`config.mk`:
```
export PLATFORM = sky130hd
export DESIGN_NAME = rv64g_reg_scoreboard
export DESIGN_NICKNAME = d
export VERILOG_FILES = /design/src/rtl/rv64g_reg_scoreboard_pkg.sv /design/src/rtl/rv64g_reg_scoreboard_count_ones.sv /design/src/rtl/rv64g_reg_scoreboard.sv
export SDC_FILE = /design/constraint.sdc
export NUM_CORES = 1
export LEC_CHECK = 0
export CAP_MARGIN = 20
export CORE_UTILIZATION = 49
export DETAILED_ROUTE_END_ITERATION = 6
export PLACE_DENSITY = 0.79
export SYNTH_ARGS = -nofsm -noshare
export SYNTH_HDL_FRONTEND = slang
export SYNTH_SLANG_ARGS = --single-unit
```
`constraint.sdc`:
```
create_clock -name clk_i -period 6.8 [get_ports clk_i]
set_input_delay 1.02 -clock clk_i [delete_from_list [all_inputs] [get_ports clk_i]]
set_output_delay 1.02 -clock clk_i [all_outputs]
set_load 0.01 [all_outputs]
```
`src/rtl/rv64g_reg_scoreboard_pkg.sv`:
```
// Shared register-file constants and scoreboard state type for the RV64G core.
package rv64g_pkg;

   localparam int NUM_REGS     = 64;
   localparam int NUM_WB_PORTS = 2;

   typedef enum logic [1:0] {
      RUN   = 2'd0,
      DRAIN = 2'd1,
      DONE  = 2'd2
   } sb_state_e;

endpackage : rv64g_pkg

```
`src/rtl/rv64g_reg_scoreboard_count_ones.sv`:
```
// Combinational population count of an NW-bit vector.
module count_ones #(
   parameter  int NW = 64,
   localparam int CW = $clog2(NW + 1)
) (
   input  logic [NW-1:0] bits,
   output logic [CW-1:0] count
);

   // ripple sum of all set bits
   always_comb begin
      count = {CW{1'b0}};
      for (int i = 0; i < NW; i++) begin
         count = count + CW'(bits[i]);
      end
   end

endmodule : count_ones

```
`src/rtl/rv64g_reg_scoreboard.sv`:
```
// Per-register write-pending scoreboard with flush/drain controller.
// Protocol checking is compiled in with RV64G_SCOREBOARD_CHECK_EN.
module rv64g_reg_scoreboard
   import rv64g_pkg::*;
#(
   parameter  int NR  = NUM_REGS,
   parameter  int NWB = NUM_WB_PORTS,
   localparam int RW  = $clog2(NR),
   localparam int CW  = $clog2(NR + 1)
) (
   input  logic                    arst_ni,
   input  logic                    clk_i,
   input  logic                    clear_i,
   input  logic                    issue_valid_i,
   input  logic                    issue_ready_i,
   input  logic [RW-1:0]           issue_rd_i,
   input  logic                    issue_wr_i,
   input  logic [NWB-1:0]          wb_valid_i,
   input  logic [NWB-1:0][RW-1:0]  wb_rd_i,
   input  logic                    flush_req_i,
   output logic                    issue_allow_o,
   output logic                    flush_ack_o,
   output logic [NR-1:0]           locks_o,
   output logic [CW-1:0]           outstanding_o,
   output logic                    err_o
);

   logic            issue_fire_s;
   logic            locks_zero_s;
   logic [NR-1:0]   set_mask_s;
   logic [NR-1:0]   clr_mask_s;
   logic [NR-1:0]   locks_nxt_s;
   logic [NR-1:0]   locks_r;
   sb_state_e       state_r;
   sb_state_e       state_nxt_s;

   assign issue_fire_s = issue_valid_i & issue_ready_i;
   assign locks_zero_s = (locks_r == {NR{1'b0}});

   // Set/clear masks; bit 0 (x0) never participates, so it is never locked
   always_comb begin
      set_mask_s = {NR{1'b0}};
      clr_mask_s = {NR{1'b0}};
      for (int i = 1; i < NR; i++) begin
         set_mask_s[i] = issue_fire_s & issue_wr_i & (issue_rd_i == RW'(i));
         for (int p = 0; p < NWB; p++) begin
            clr_mask_s[i] = clr_mask_s[i] | (wb_valid_i[p] & (wb_rd_i[p] == RW'(i)));
         end
      end
      locks_nxt_s = (locks_r & ~clr_mask_s) | set_mask_s;
   end

   // Lock register
   always_ff @(posedge clk_i or negedge arst_ni) begin
      if (!arst_ni) begin
         locks_r <= {NR{1'b0}};
      end else if (clear_i) begin
         locks_r <= {NR{1'b0}};
      end else begin
         locks_r <= locks_nxt_s;
      end
   end

   // Flush controller next-state; a late fire in DRAIN postpones DONE by a cycle
   always_comb begin
      state_nxt_s = state_r;
      case (state_r)
         RUN: begin
            if (flush_req_i) begin
               state_nxt_s = DRAIN;
            end else begin
               state_nxt_s = RUN;
            end
         end
         DRAIN: begin
            if (!flush_req_i) begin
               state_nxt_s = RUN;
            end else if (locks_zero_s && !issue_fire_s) begin
               state_nxt_s = DONE;
            end else begin
               state_nxt_s = DRAIN;
            end
         end
         DONE: begin
            if (!flush_req_i) begin
               state_nxt_s = RUN;
            end else begin
               state_nxt_s = DONE;
            end
         end
         default: state_nxt_s = RUN;
      endcase
   end

   // Flush controller state register
   always_ff @(posedge clk_i or negedge arst_ni) begin
      if (!arst_ni) begin
         state_r <= RUN;
      end else if (clear_i) begin
         state_r <= RUN;
      end else begin
         state_r <= state_nxt_s;
      end
   end

   assign issue_allow_o = (state_r == RUN);
   assign flush_ack_o   = (state_r == DONE);
   assign locks_o       = locks_r;

   count_ones #(.NW(NR)) u_count_ones (
      .bits  (locks_r),
      .count (outstanding_o)
   );

`ifdef RV64G_SCOREBOARD_CHECK_EN
   logic err_evt_s;
   logic err_r;

   // Protocol violations: gated issue, double-lock, retire of an idle register
   always_comb begin
      err_evt_s = (issue_fire_s & ~issue_allow_o)
                | (|(set_mask_s & locks_r & ~clr_mask_s))
                | (|(clr_mask_s & ~locks_r & ~set_mask_s));
   end

   // Sticky error flag
   always_ff @(posedge clk_i or negedge arst_ni) begin
      if (!arst_ni) begin
         err_r <= 1'b0;
      end else if (clear_i) begin
         err_r <= 1'b0;
      end else if (err_evt_s) begin
         err_r <= 1'b1;
      end else begin
         err_r <= err_r;
      end
   end

   assign err_o = err_r;
`else
   assign err_o = 1'b0;
`endif

endmodule : rv64g_reg_scoreboard

```
== Word-level counts from Yosys, hierarchy flattened ==
Index checks and enable logic that the tools add are counted.

* Add/subtract/negate cells: 63
* Equality and inequality tests: 191
* Multiplexer cells: 7
* Bitwise logic cells: 257
* Reductions and logical operators: 4

{| class="wikitable"
|+ Operator list
! kind !! number
|-
| == test 6 bit (second input constant) || 96
|-
| adder 7 x 1 -> 7 bit || 62
|-
| == test 6 x 5 -> 1 bit (second input constant) || 48
|-
| bitwise AND 1 bit || 191
|-
| == test 6 x 4 -> 1 bit (second input constant) || 24
|-
| == test 6 x 3 -> 1 bit (second input constant) || 12
|-
| bitwise AND 64 bit || 1
|-
| logical NOT 64 bit || 1
|-
| two-way mux 64 bit || 1
|-
| inverter 64 bit || 1
|-
| bitwise OR 64 bit || 1
|-
| bitwise OR 1 bit || 63
|-
| == test 6 x 2 -> 1 bit (second input constant) || 6
|-
| == test 6 x 1 -> 1 bit (second input constant) || 3
|-
| two-way mux 2 bit || 4
|-
| case mux 2 bit (3 select lines) || 1
|-
| adder 1 x 1 -> 2 bit || 1
|-
| == test 2 x 1 -> 1 bit (second input constant) || 1
|-
| == test 2 bit (second input constant) || 1
|-
| logical NOT 2 bit || 1
|-
| logical AND 1 bit || 1
|-
| logical NOT 1 bit || 1
|-
| two-way mux 1 bit || 1
|}

* Bits in registers: 66
* Input port bits: 27
* Output and inout bits: 74
* Logic and storage cells: 524

== Logic depth before layout (Yosys ltp) ==
Gate-level depths: netlist of run 1.

* Depth after elaboration: 63
* Depth in mapped cells: 19

== Cells and area by module ==
A second synthesis of run 1 with hierarchy kept.

* Cell total of the unflattened synthesis: 573
* Area total of the unflattened synthesis: 5714.2 um^2

{| class="wikitable"
|+ Modules (own cells, without submodules)
! module !! instances !! cells each !! area each (um^2) !! sequential area each (um^2)
|-
| rv64g_reg_scoreboard || 1 || 389 || 3937.5 || 1626.6
|-
| count_ones || 1 || 184 || 1776.7 || 0.0
|}

== Worst setup path before layout of run 1 ==
No wires, ideal clock.

* Path kind: flip-flop to output port
* From: reg locks_r[54] (netlist: locks_o[54])
* To: out outstanding_o[6]
* Data arrival time: 5.954 ns
* Setup slack: -0.174 ns
* Cell stages (with the launch flop): 19
* Buffers on the path: 0
* Path through: dfrtp_1 fa_1 inv_1 fa_1 inv_1 fa_1 inv_1 fa_1 fa_1 fa_1 fa_1 fa_1 inv_1 fa_1 fa_1 a21o_1 a21oi_1 o21bai_1 a21o_1

* Word-level cells in the longest chain between the ends: 10

{| class="wikitable"
|+ Ends and longest elaborated chain
! what !! RTL line !! source
|-
| start: declaration || rv64g_reg_scoreboard.sv:33 || <nowiki>logic [NR-1:0] locks_r;</nowiki>
|-
| start signal: assignment || rv64g_reg_scoreboard.sv:56 || <nowiki>locks_r <= {NR{1'b0}};</nowiki>
|-
| start signal: assignment || rv64g_reg_scoreboard.sv:58 || <nowiki>locks_r <= {NR{1'b0}};</nowiki>
|-
| start signal: assignment || rv64g_reg_scoreboard.sv:60 || <nowiki>locks_r <= locks_nxt_s;</nowiki>
|-
| adder 7 x 1 -> 7 bit (10 in a row) || rv64g_reg_scoreboard_count_ones.sv:14 || <nowiki>count = count + CW'(bits[i]);</nowiki>
|-
| end: declaration || rv64g_reg_scoreboard.sv:24 || <nowiki>output logic [CW-1:0] outstanding_o,</nowiki>
|}

Every way passes these cells.

== Worst setup path after layout of run 1 ==
* From: reg locks_r[48] (netlist: locks_o[48])
* To: out outstanding_o[6]

* Word-level cells in the longest chain between the ends: 16

{| class="wikitable"
|+ Ends and longest elaborated chain
! what !! RTL line
|-
| adder 7 x 1 -> 7 bit (16 in a row) || rv64g_reg_scoreboard_count_ones.sv:14
|}

Every way passes these cells.

==> results of run 1 <==
==> cell families after synthesis <==
group	share of synthesized area, %
AOI/OAI and AO/OA	17.9
xor gates and xnor gates	0.481
adders and majority gates	23.2
buffers and inverters	9.45
DFF	29.7
other	0.0686
and+or+nand+nor	19.2
==> power by group <==
| group | switching, mW | internal (mW) | total (mW) |
|---|---|---|---|
| Clock | 0.173 | 0.206 | 0.379 |
| Combinational | 0.0764 | 0.0382 | 0.115 |
| Sequential | 0.00145 | 0.388 | 0.389 |
| Total | 0.251 | 0.632 | 0.883 |
==> synthesized netlist by cell type (all sizes together), types with 2 or more instances <==
cell type / instances / area share [%]
a21o: 4 / 0.55
a21oi: 37 / 3.4
a221oi: 34 / 5.4
a22oi: 58 / 8.0
and3: 4 / 0.46
and3b: 7 / 1.1
and4: 2 / 0.32
and4b: 8 / 1.5
and4bb: 12 / 2.9
buf: 23 / 2.4
clkbuf: 15 / 1.1
dfrtp: 65 / 30
fa: 54 / 20
ha: 15 / 3.4
inv: 87 / 6.0
nand2: 5 / 0.34
nand2b: 4 / 0.46
nand4: 3 / 0.34
nor2: 76 / 5.2
nor3: 8 / 0.73
nor3b: 3 / 0.69
nor4: 18 / 2.3
nor4b: 9 / 2.4
xnor2: 2 / 0.32
==> cell usage in the layout (no fill, tap or decap), types with 3 or more instances in the layout <==
| cell type | synthesis | routed |
|---|---|---|
| buf_6 | 0 | 6 |
| conb_1 | 1 | 3 |
| fa_1 | 54 | 51 |
| clkbuf_8 | 0 | 9 |
| nor3_1 | 8 | 8 |
| nand4_1 | 3 | 3 |
| inv_1 | 87 | 82 |
| a21o_1 | 4 | 4 |
| a221oi_1 | 34 | 34 |
| nor3b_2 | 3 | 3 |
| dfrtp_1 | 65 | 64 |
| nand2_1 | 5 | 5 |
| a21oi_1 | 37 | 35 |
| and3b_1 | 7 | 7 |
| inv_2 | 0 | 5 |
| fa_2 | 0 | 3 |
| buf_4 | 7 | 61 |
| a22oi_1 | 58 | 58 |
| nor4b_2 | 8 | 8 |
| buf_2 | 16 | 6 |
| ha_1 | 15 | 15 |
| nor4_1 | 16 | 16 |
| nand2b_1 | 4 | 4 |
| and4b_1 | 8 | 8 |
| nor2_1 | 76 | 76 |
| clkdlybuf4s50_1 | 0 | 89 |
| and4bb_2 | 9 | 9 |
| and3_1 | 4 | 4 |
==> state kept, by name (all words and copies together) (netlist names) <==
register and flops:
locks_o 63, state_r 2
==> metal layers <==
layer,vias to the layer above,GRT usage (%)
met5,-,0
met2,357,58.0
met4,2,18.2
met1,2680,51.7
met3,59,12.0
li1,2264,-
==> layout make-up <==
type | count | area share [%]
Clock buffer | 11 | 1.84
Clock inverter | 5 | 1.12
Inverter | 87 | 4.57
Multi-Input combinational cell | 375 | 46.8
Sequential cell | 65 | 22.8
Tap cell | 140 | 2.45
Timing Repair Buffer | 163 | 20.4
==> worst max-delay path by stage <==
stage	end	cells past startpoint	slack [ns]	start
2_1_floorplan	outstanding_o[6]	18	0.06	locks_o[54]$_DFF_PN0_
3_3_place_gp	outstanding_o[6]	19	-0.48	locks_o[54]$_DFF_PN0_
3_5_place_dp	outstanding_o[6]	19	-0.55	locks_o[48]$_DFF_PN0_
4_1_cts	outstanding_o[6]	19	-0.70	locks_o[52]$_DFF_PN0_
5_1_grt	outstanding_o[6]	19	-0.84	locks_o[48]$_DFF_PN0_
6_report	outstanding_o[6]	19	-0.66	locks_o[48]$_DFF_PN0_
==> metrics by stage <==
step,cells,cell area (um2)
2_1_floorplan,565,5490
4_1_cts,845,7130
3_5_place_dp,824,6890
5_1_grt,846,7150
3_3_place_gp,822,6870
6_report,846,7150
==> critical path: cells and delay by family, from the launching register on <==
| kind | cells | cell delay, ns |
|---|---|---|
| DFF | 1 | 0.38 |
| AOI/OAI and AO/OA | 4 | 0.55 |
| buffers and inverters | 5 | 0.34 |
| adders and majority gates | 10 | 4.78 |
==> timing repair <==
action / CTS / global route
gates resized for setup: 32 / 6
endpoints found under the hold margin: 0 / 0
pin swaps: 15 / 15
hold buffers: 0 / 0
endpoints found under the setup margin: 7 / 7
setup buffers: 5 / 1
==> reports/qor.yml, run 1 <==
wl_met1_um: 8320
antenna_cells: 0
seq_area_um2: 1630
die_x_um: 108
synth_edf_count: 0
wl_met3_um: 2380
totalWireLength_um: 21300
drc_errors: 0
io_buffers: 98
slew_headroom_pct: 36.1
crit_type: "reg2out"
slowest_stage: "fa_1"
rows: 38
tightest_slew_ns: 0.958
dpl_worst_slack_ns: -0.551
required_ns: 5.78
critPathMaxFanout: 2
reg2reg_to: "state_r[0]$_DFF_PN0_"
netlist_area_um2: 5470
vias: 5362
fin_skew_ns: 0.0161
max-clock-path-buffers: 2
antenna_found_initial: 1
yosys_warnings: 0
grt_pass1_vias: 5338
placeableCoreArea_um2: 10800
period_share_pct: 110
clock-sinks: 65
cts_tree: "built"
cts_root_buf: "clkbuf_8"
syn_inst: 563
setup_violations: 6
dpl.hpwl_um: 15700
cp_cell_sequence: "inv_2, fa_1, inv_2, fa_1, inv_2, fa_1, fa_1, fa_1, fa_1, fa_1, fa_1, inv_2, fa_2, fa_2, a21o_1, a21oi_2, o21bai_1, a21o_1, buf_2"
holdWs_ns: 0.591
die_y_um: 108
viasPerCell: 6.34
drive_above_1_share_pct: 17.6
synth_area_per_cell_um2: 9.71
multi_input_area_um2: 3350
p_total_mw: 0.883
hold_start: "state_r[1]$_DFF_PN0_"
synthToLayoutAreaGrowth_pct: 30.7
min_period_ns: 7.46
final_core_util_pct: 65.9
worst_slack_ns: -0.661
clkLatencyLatePin_ns: 0.38
ys_types: 40
first_iter_violations: 572
dieArea_um2: 11600
initial_core_util_pct: 50.5
ioPinCount: 101
critPathCaptureType: "output port"
cts_made_buffers: 9
route.met2.wl_um: 9650
fin_nets: 797
regToRegStartpoint: "locks_o[31]$_DFF_PN0_"
fillers: 899
dr.pass1.iters: 5
crit_arrival_ns: 6.44
hold_viol_final: 0
slew_viol_final: 0
cap_violations: 0
violations: "setup timing"
synth_flop_cell: "dfrtp_1"
clock.fmax_ghz: 0.134
r2r_cells: 5
leakagePower_nw: 3.27
finalWeightedCongestion: 0.998
cp_slowest_stage_delay_ns: 0.59
rrSetupSlack_ns: 4.27
hp-class: "reg2reg"
power_density_nw_per_um2: 124
wl_per_cell_um: 25.1
htree_levels: 3
grt_max_degree: 66
cpMostUsedCell: "fa_1"
grtUsageTotal_pct: 38.9
vdd_drop_max_mv: 0.0868
hold-path-cell-count: 2
overflow: 0
outcome: "complete, but fails checks"
async_flop_share_pct: 100
clkSlewWorstSetupHoldPaths_ns: 0.08
grt_pass1_wl_um: 31900
ant_nets: 0
rsz0062_at_grt: "true"
start_kind: "flop"
finalSetupTns_ns: -3.00
yosysSeqAreaShare_pct: 29.7
top_layer_used: "met5"
synth_seq_cells: 65
hold_end: "state_r[0]$_DFF_PN0_"
No activity file was read; power rests on OpenSTA's default activity.
==> run 2, diff against run 1 <==
- ABC_CLOCK_PERIOD_IN_PS: unset -> 6800
- CELL_PAD_IN_SITES_DETAIL_PLACEMENT: unset -> 1
- CELL_PAD_IN_SITES_GLOBAL_PLACEMENT: unset -> 1
- CORE_UTILIZATION: 49 -> 37
- PLACE_DENSITY: 0.79 -> unset
- PLACE_DENSITY_LB_ADDON: unset -> 0.1
==> run 2 against run 1 <==
The run still ends with setup timing left. Critical path depth did not move. Sequential power hardly changed. Maximum frequency rose by 0.59%. Clock-buffer cell count unchanged. Non-clock buffer count up 5. Clock power is 47% higher. Critical path type unchanged. Combinational power barely moved. Total power rose by 21%. Sequential share of layout area shrank 0.66 points. Via count about the same. Routed wire length increased by 7.9%.
==> reports/qor.yml, run 2 (synthesized netlist as in run 1, its figures left out) <==
crit_arrival_ns: 6.40  # -0.04 ns
clock-sinks: 65  # unchanged
clock.fmax_ghz: 0.135  # +0.59%
dr.pass1.iters: 5  # unchanged
overflow: 0  # unchanged
viasPerCell: 5.99  # -5.5%
seqPwrFrac_pct: 36.6  # -7.5 points
fin_nets: 802  # +0.63%
required_ns: 5.78  # about the same
clkPwrFrac_pct: 52.5  # +9.5 points
cts_made_buffers: 9  # unchanged
totalWireLength_um: 23000  # +7.9%
cts_tree: "built"
vdd_drop_max_mv: 0.106  # +22%
drive_above_1_share_pct: 19.1  # +1.6 points
cap_violations: 0  # unchanged
setup_violations: 6  # unchanged
period_share_pct: 109  # -0.64 points
wl_per_cell_um: 25.6  # +2.0%
hp-class: "reg2reg"
ant_nets: 0  # unchanged
grt_max_degree: 66  # unchanged
final_cell_mix: "89 x clkdlybuf4s50_1, 78 x inv_1, 76 x nor2_1"
die_x_um: 124  # +15%
dieArea_um2: 15300  # +32%
hold_viol_final: 0  # unchanged
power_frac_comb_pct: 10.9  # -2.1 points
antenna_cells: 0  # unchanged
fillers: 1612  # +79%
outcome: "complete, but fails checks"
grtUsageTotal_pct: 32.1  # -6.9 points
initial_core_util_pct: 37.8  # -13 points
start_kind: "flop"
critPathCaptureType: "output port"
fin_skew_ns: 0.00403  # -0.0121 ns
clkLatencyLatePin_ns: 0.35  # -0.03 ns
io_buffers: 98  # unchanged
dpl_worst_slack_ns: -0.557  # -0.00546 ns
clkSlewWorstSetupHoldPaths_ns: 0.06  # -0.02 ns
p_sw_share_pct: 25.5  # -2.9 points
worst_slack_ns: -0.618  # +0.0435 ns
power_density_nw_per_um2: 145  # +17%
violations: "setup timing"
first_iter_violations: 572  # unchanged
largest_register_ffs: 63  # unchanged
leakagePower_nw: 3.36  # +2.8%
placeableCoreArea_um2: 14500  # +34%
seq_area_um2: 1630  # unchanged
rows: 44  # +16%
finalWeightedCongestion: 0.956  # -4.2%
holdWs_ns: 0.570  # -0.0209 ns
slew_viol_final: 0  # unchanged
hold-path-cell-count: 2  # unchanged
power_switching_mw: 0.271  # +8.2%
ioPinCount: 101  # unchanged
drc_errors: 0  # unchanged
dpl.hpwl_um: 17000  # +8.3%
critPathMaxFanout: 2  # unchanged
grt_pass1_vias: 5561  # +4.2%
min_period_ns: 7.42  # -0.0435 ns
p_int_mw: 0.793  # +26%
cts_root_buf: "clkbuf_16"
tightest_slew_ns: 0.962  # +0.00336 ns
multi_input_area_um2: 3360  # +0.45%
r2r_cells: 5  # unchanged
p_total_mw: 1.06  # +21%
cts-hold-fix-buffers: 0  # unchanged
vias: 5361  # -0.019%
htree_levels: 3  # unchanged
layout_commonest_cell: "clkdlybuf4s50_1"
crit_type: "reg2out"
final_core_util_pct: 50.8  # -15 points
antenna_found_initial: 1  # unchanged
max-clock-path-buffers: 2  # unchanged
rsz0062_at_grt: "true"
grt_pass1_wl_um: 34800  # +8.9%
die_y_um: 124  # +15%
slew_headroom_pct: 35.9  # -0.22 points
synthToLayoutAreaGrowth_pct: 34.6
## run 2: changes by cell type in the layout (fill, tap and decap cells not counted), sizes merged
cell           delta
buf               +5
bufinv            +1
clkbuf            +1
clkdlybuf4s15     -1
clkinvlp          -1
## run 2: worst max-delay path: stages, from the launching register on
cell	delay (ns)
dfrtp_1	0.41
fa_1	0.55
inv_1	0.05
fa_1	0.47
inv_1	0.05
fa_1	0.48
inv_1	0.05
fa_1	0.54
fa_1	0.46
fa_1	0.56
fa_1	0.45
fa_1	0.50
inv_1	0.05
fa_2	0.35
fa_2	0.35
a21o_1	0.20
a21oi_2	0.17
buf_4	0.15
xnor2_2	0.09
buf_2	0.14
## run 2: what timing repair did
item,in CTS,in global routing
resized for setup,34,7
setup buffers,4,2
pin swaps,8,5
setup endpoints to repair,7,7
## run 2: metal layers
metal / routed length [um] / track usage, % / vias up
li1: - / - / 2281
met1: 9790 / 44.7 / 2759
met2: 10600 / 49.0 / 277
met3: 1870 / 6.36 / 42
met4: 682 / 12.4 / 2
met5: 10 / 0 / -
## run 2: final cells by class
| type | instances | share of cell area, % |
|---|---|---|
| clock buffer | 11 | 3.30 |
| clock inverter | 5 | 1.39 |
| tap | 184 | 3.13 |
| sequential | 65 | 22.1 |
| multi-input combinational | 375 | 45.7 |
| inverter | 87 | 4.44 |
| timing repair buffer | 168 | 19.9 |
## run 2: path summary, 6_finish.rpt
check	start	to	slack (ns)
worst max-delay path	locks_o[18]$_DFF_PN0_	outstanding_o[4]	-0.62
min in group asynchronous	arst_ni	state_r[0]$_DFF_PN0_	0.91
worst min register to register	state_r[1]$_DFF_PN0_	state_r[0]$_DFF_PN0_	0.57
worst min-delay path	state_r[1]$_DFF_PN0_	state_r[0]$_DFF_PN0_	0.57
max in group asynchronous	arst_ni	locks_o[54]$_DFF_PN0_	5.25
worst max register to register	locks_o[32]$_DFF_PN0_	state_r[0]$_DFF_PN0_	4.60
## run 2: through the flow
step                cells  cell area [um2]  TNS, ns
global route          895             7360    -3.08
CTS                   893             7340    -2.21
finish                895             7360    -2.33
floorplan             565             5490        0
detailed placement    873             6980    -2.27
global placement      873             6980    -2.26
## run 2: power groups by stage
stage                     Sequential [mW]  Clock, mW  Combinational (mW)
after CTS                           0.390      0.562               0.113
after global placement              0.397          0               0.111
final                               0.390      0.559               0.116
after detailed placement            0.397          0               0.113
after floorplan                     0.397          0              0.0544
after global routing                0.390      0.579               0.121
==> run 3, diff against run 2 <==
- ABC_CLOCK_PERIOD_IN_PS: 6800 -> 6950
- CORE_UTILIZATION: 37 -> 41
- clock period: 6.8 -> 6.95 ns (I/O delays scaled with it)
==> run 3 against run 2 <==
The run still ends with setup timing left. Die area down 9.6%. Final area shrank 1.4%. Cell count shrank 1.8%. Routed wire length grew 3.0%. Critical endpoint is now outstanding_o[6]. Worst hold slack worse by 0.016 ns. Clock-buffer cell count grew 1. Non-clock buffer count fell by 1. Global-route usage grew 3.2 points.
==> reports/qor.yml, run 3 (synthesized netlist as in run 1, its figures left out) <==
outcome: "complete, but fails checks"
violations: "setup timing"
hold_viol_final: 0  # unchanged
cp_top_family: "adder cells"
finalWeightedCongestion: 1.02  # +6.6%
dp.cells: 861  # -1.4%
critPathMaxFanout: 2  # unchanged
critPathBufInv: 3  # -3
dieArea_um2: 13800  # -9.6%
totalWireLength_um: 23600  # +3.0%
clock.fmax_ghz: 0.134
cts_made_buffers: 9  # unchanged
period_share_pct: 107
cts-hold-fix-buffers: 0  # unchanged
drive_above_1_share_pct: 18.5  # -0.60 points
cpMostUsedCell: "fa_1"
antenna_found_initial: 0  # -1
layout_commonest_cell: "clkdlybuf4s50_1"
clkLatencyLatePin_ns: 0.34  # about the same
synthToLayoutAreaGrowth_pct: 32.7
max-clock-path-buffers: 2  # unchanged
crit_arrival_ns: 6.41  # about the same
ioPinCount: 101  # unchanged
holdWs_ns: 0.554  # -0.0159 ns
grtUsageTotal_pct: 35.3  # +3.2 points
cp_cell_sequence: "fa_1, inv_2, fa_2, fa_2, fa_1, fa_1, fa_1, fa_1, fa_1, inv_2, fa_2, fa_2, a21o_1, a21oi_2, o21bai_1, a21o_1, buf_2"
hp-class: "reg2reg"
final_cell_mix: "89 x clkdlybuf4s50_1, 80 x inv_1, 76 x nor2_1"
fin_cells: 879  # -1.8%
slowest_stage: "fa_1"
finalSetupTns_ns: -1.84  # +0.495 ns
slew_headroom_pct: 36.0  # +0.12 points
final_core_util_pct: 56.6  # +5.8 points
dpl_worst_slack_ns: -0.564  # -0.00722 ns
viasPerCell: 6.25  # +4.4%
dr.pass1.iters: 5  # unchanged
min_period_ns: 7.45
p_total_mw: 0.915  # -14%
cts_tree: "built"
required_ns: 5.91  # +0.13 ns
drc_errors: 0  # unchanged
cap_violations: 0  # unchanged
leakagePower_nw: 3.33  # -1.1%
critPathCaptureType: "output port"
fin_nets: 801  # -0.12%
fillers: 1456  # -9.7%
tightest_slew_ns: 0.960  # -0.00185 ns
overflow: 0  # unchanged
antenna_cells: 0  # unchanged
io_buffers: 98  # unchanged
fin_skew_ns: 0.00394  # -0.0000895 ns
clock-sinks: 65  # unchanged
cts_root_buf: "clkbuf_16"
design_area_um2: 7260  # -1.4%
start_kind: "flop"
power_density_nw_per_um2: 126  # -13%
initial_core_util_pct: 42.6  # +4.9 points
htree_levels: 3  # unchanged
slew_viol_final: 0  # unchanged
grt_pass1_wl_um: 36100  # +3.8%
first_iter_violations: 648  # +13%
wl_per_cell_um: 26.9  # +4.8%
rows: 41  # -6.8%
worst_slack_ns: -0.504  # +0.113 ns
rsz0062_at_grt: "true"
vias: 5497  # +2.5%
vdd_drop_max_mv: 0.0926  # -13%
dpl.hpwl_um: 17600  # +3.7%
largest_register_ffs: 63  # unchanged
setup_violations: 6  # unchanged
crit_type: "reg2out"
die_y_um: 117  # -4.9%
ant_nets: 0  # unchanged
placeableCoreArea_um2: 12800  # -11%
grt_max_degree: 66  # unchanged
clkSlewWorstSetupHoldPaths_ns: 0.06  # about the same
die_x_um: 117  # -4.9%
placed_cell_area_um2: 6960  # -0.25%
cp_slowest_stage_delay_ns: 0.58  # +0.02 ns
grt_pass1_vias: 5859  # +5.4%
-- run 3: cell count changes in the layout (fill, tap and decap cells not counted), sizes merged --
cell,previous run,this run
bufinv,3,0
buf,78,77
clkinvlp,1,0
dlygate4sd2,0,1
-- run 3: final timing paths --
| path | start | end | slack, ns | cells past startpoint |
|---|---|---|---|---|
| max reg2reg | locks_o[6]$_DFF_PN0_ | state_r[0]$_DFF_PN0_ | 4.67 | 5 |
| min in group asynchronous | arst_ni | locks_o[23]$_DFF_PN0_ | 0.92 | 2 |
| max in group asynchronous | arst_ni | locks_o[54]$_DFF_PN0_ | 5.39 | 2 |
| max | locks_o[32]$_DFF_PN0_ | outstanding_o[6] | -0.50 | 17 |
| min | state_r[1]$_DFF_PN0_ | state_r[0]$_DFF_PN0_ | 0.55 | 2 |
| min reg2reg | state_r[1]$_DFF_PN0_ | state_r[0]$_DFF_PN0_ | 0.55 | 2 |
-- run 3: worst reg2reg max path, delay by kind of cell, from the launching register on --
family                 cells  cell delay, ns
AO/OA/AOI/OAI              1            0.15
flip-flops                 1            0.40
AND/OR/NAND/NOR            3            1.45
buffers and inverters      1            0.15
-- run 3: repair_timing --
item / 4_1_cts / 5_1_grt
setup endpoints to repair: 7 / 6
buffers inserted: 2 / 3
pin swaps: 11 / 11
resized for setup: 34 / 8
gates cloned: 0 / 0
hold endpoints to repair: 0 / 0
-- run 3: metal layers --
metal	share of wire (%)	global-route usage, %	vias to the layer above
met1	40	46.0	2815
met3	9.4	8.28	76
met2	47	55.8	338
met5	0	0	-
li1	-	-	2268
met4	4.4	15.9	0
-- run 3: report_power, final --
group / total [mW] / internal, mW / switching, mW
sequential: 0.382 / 0.380 / 0.00165
combinational: 0.114 / 0.0362 / 0.0776
clock: 0.419 / 0.245 / 0.174
-- run 3: cell type report --
| cell class | instances | area (um2) | area share, % |
|---|---|---|---|
| multi-input combinational | 375 | 3370 | 46.4 |
| sequential | 65 | 1630 | 22.4 |
| timing repair buffer | 167 | 1470 | 20.2 |
| inverter | 87 | 327 | 4.50 |
| clock buffer | 12 | 246 | 3.40 |
| tap | 172 | 215 | 2.96 |
| clock inverter | 1 | 5.00 | 0.0689 |
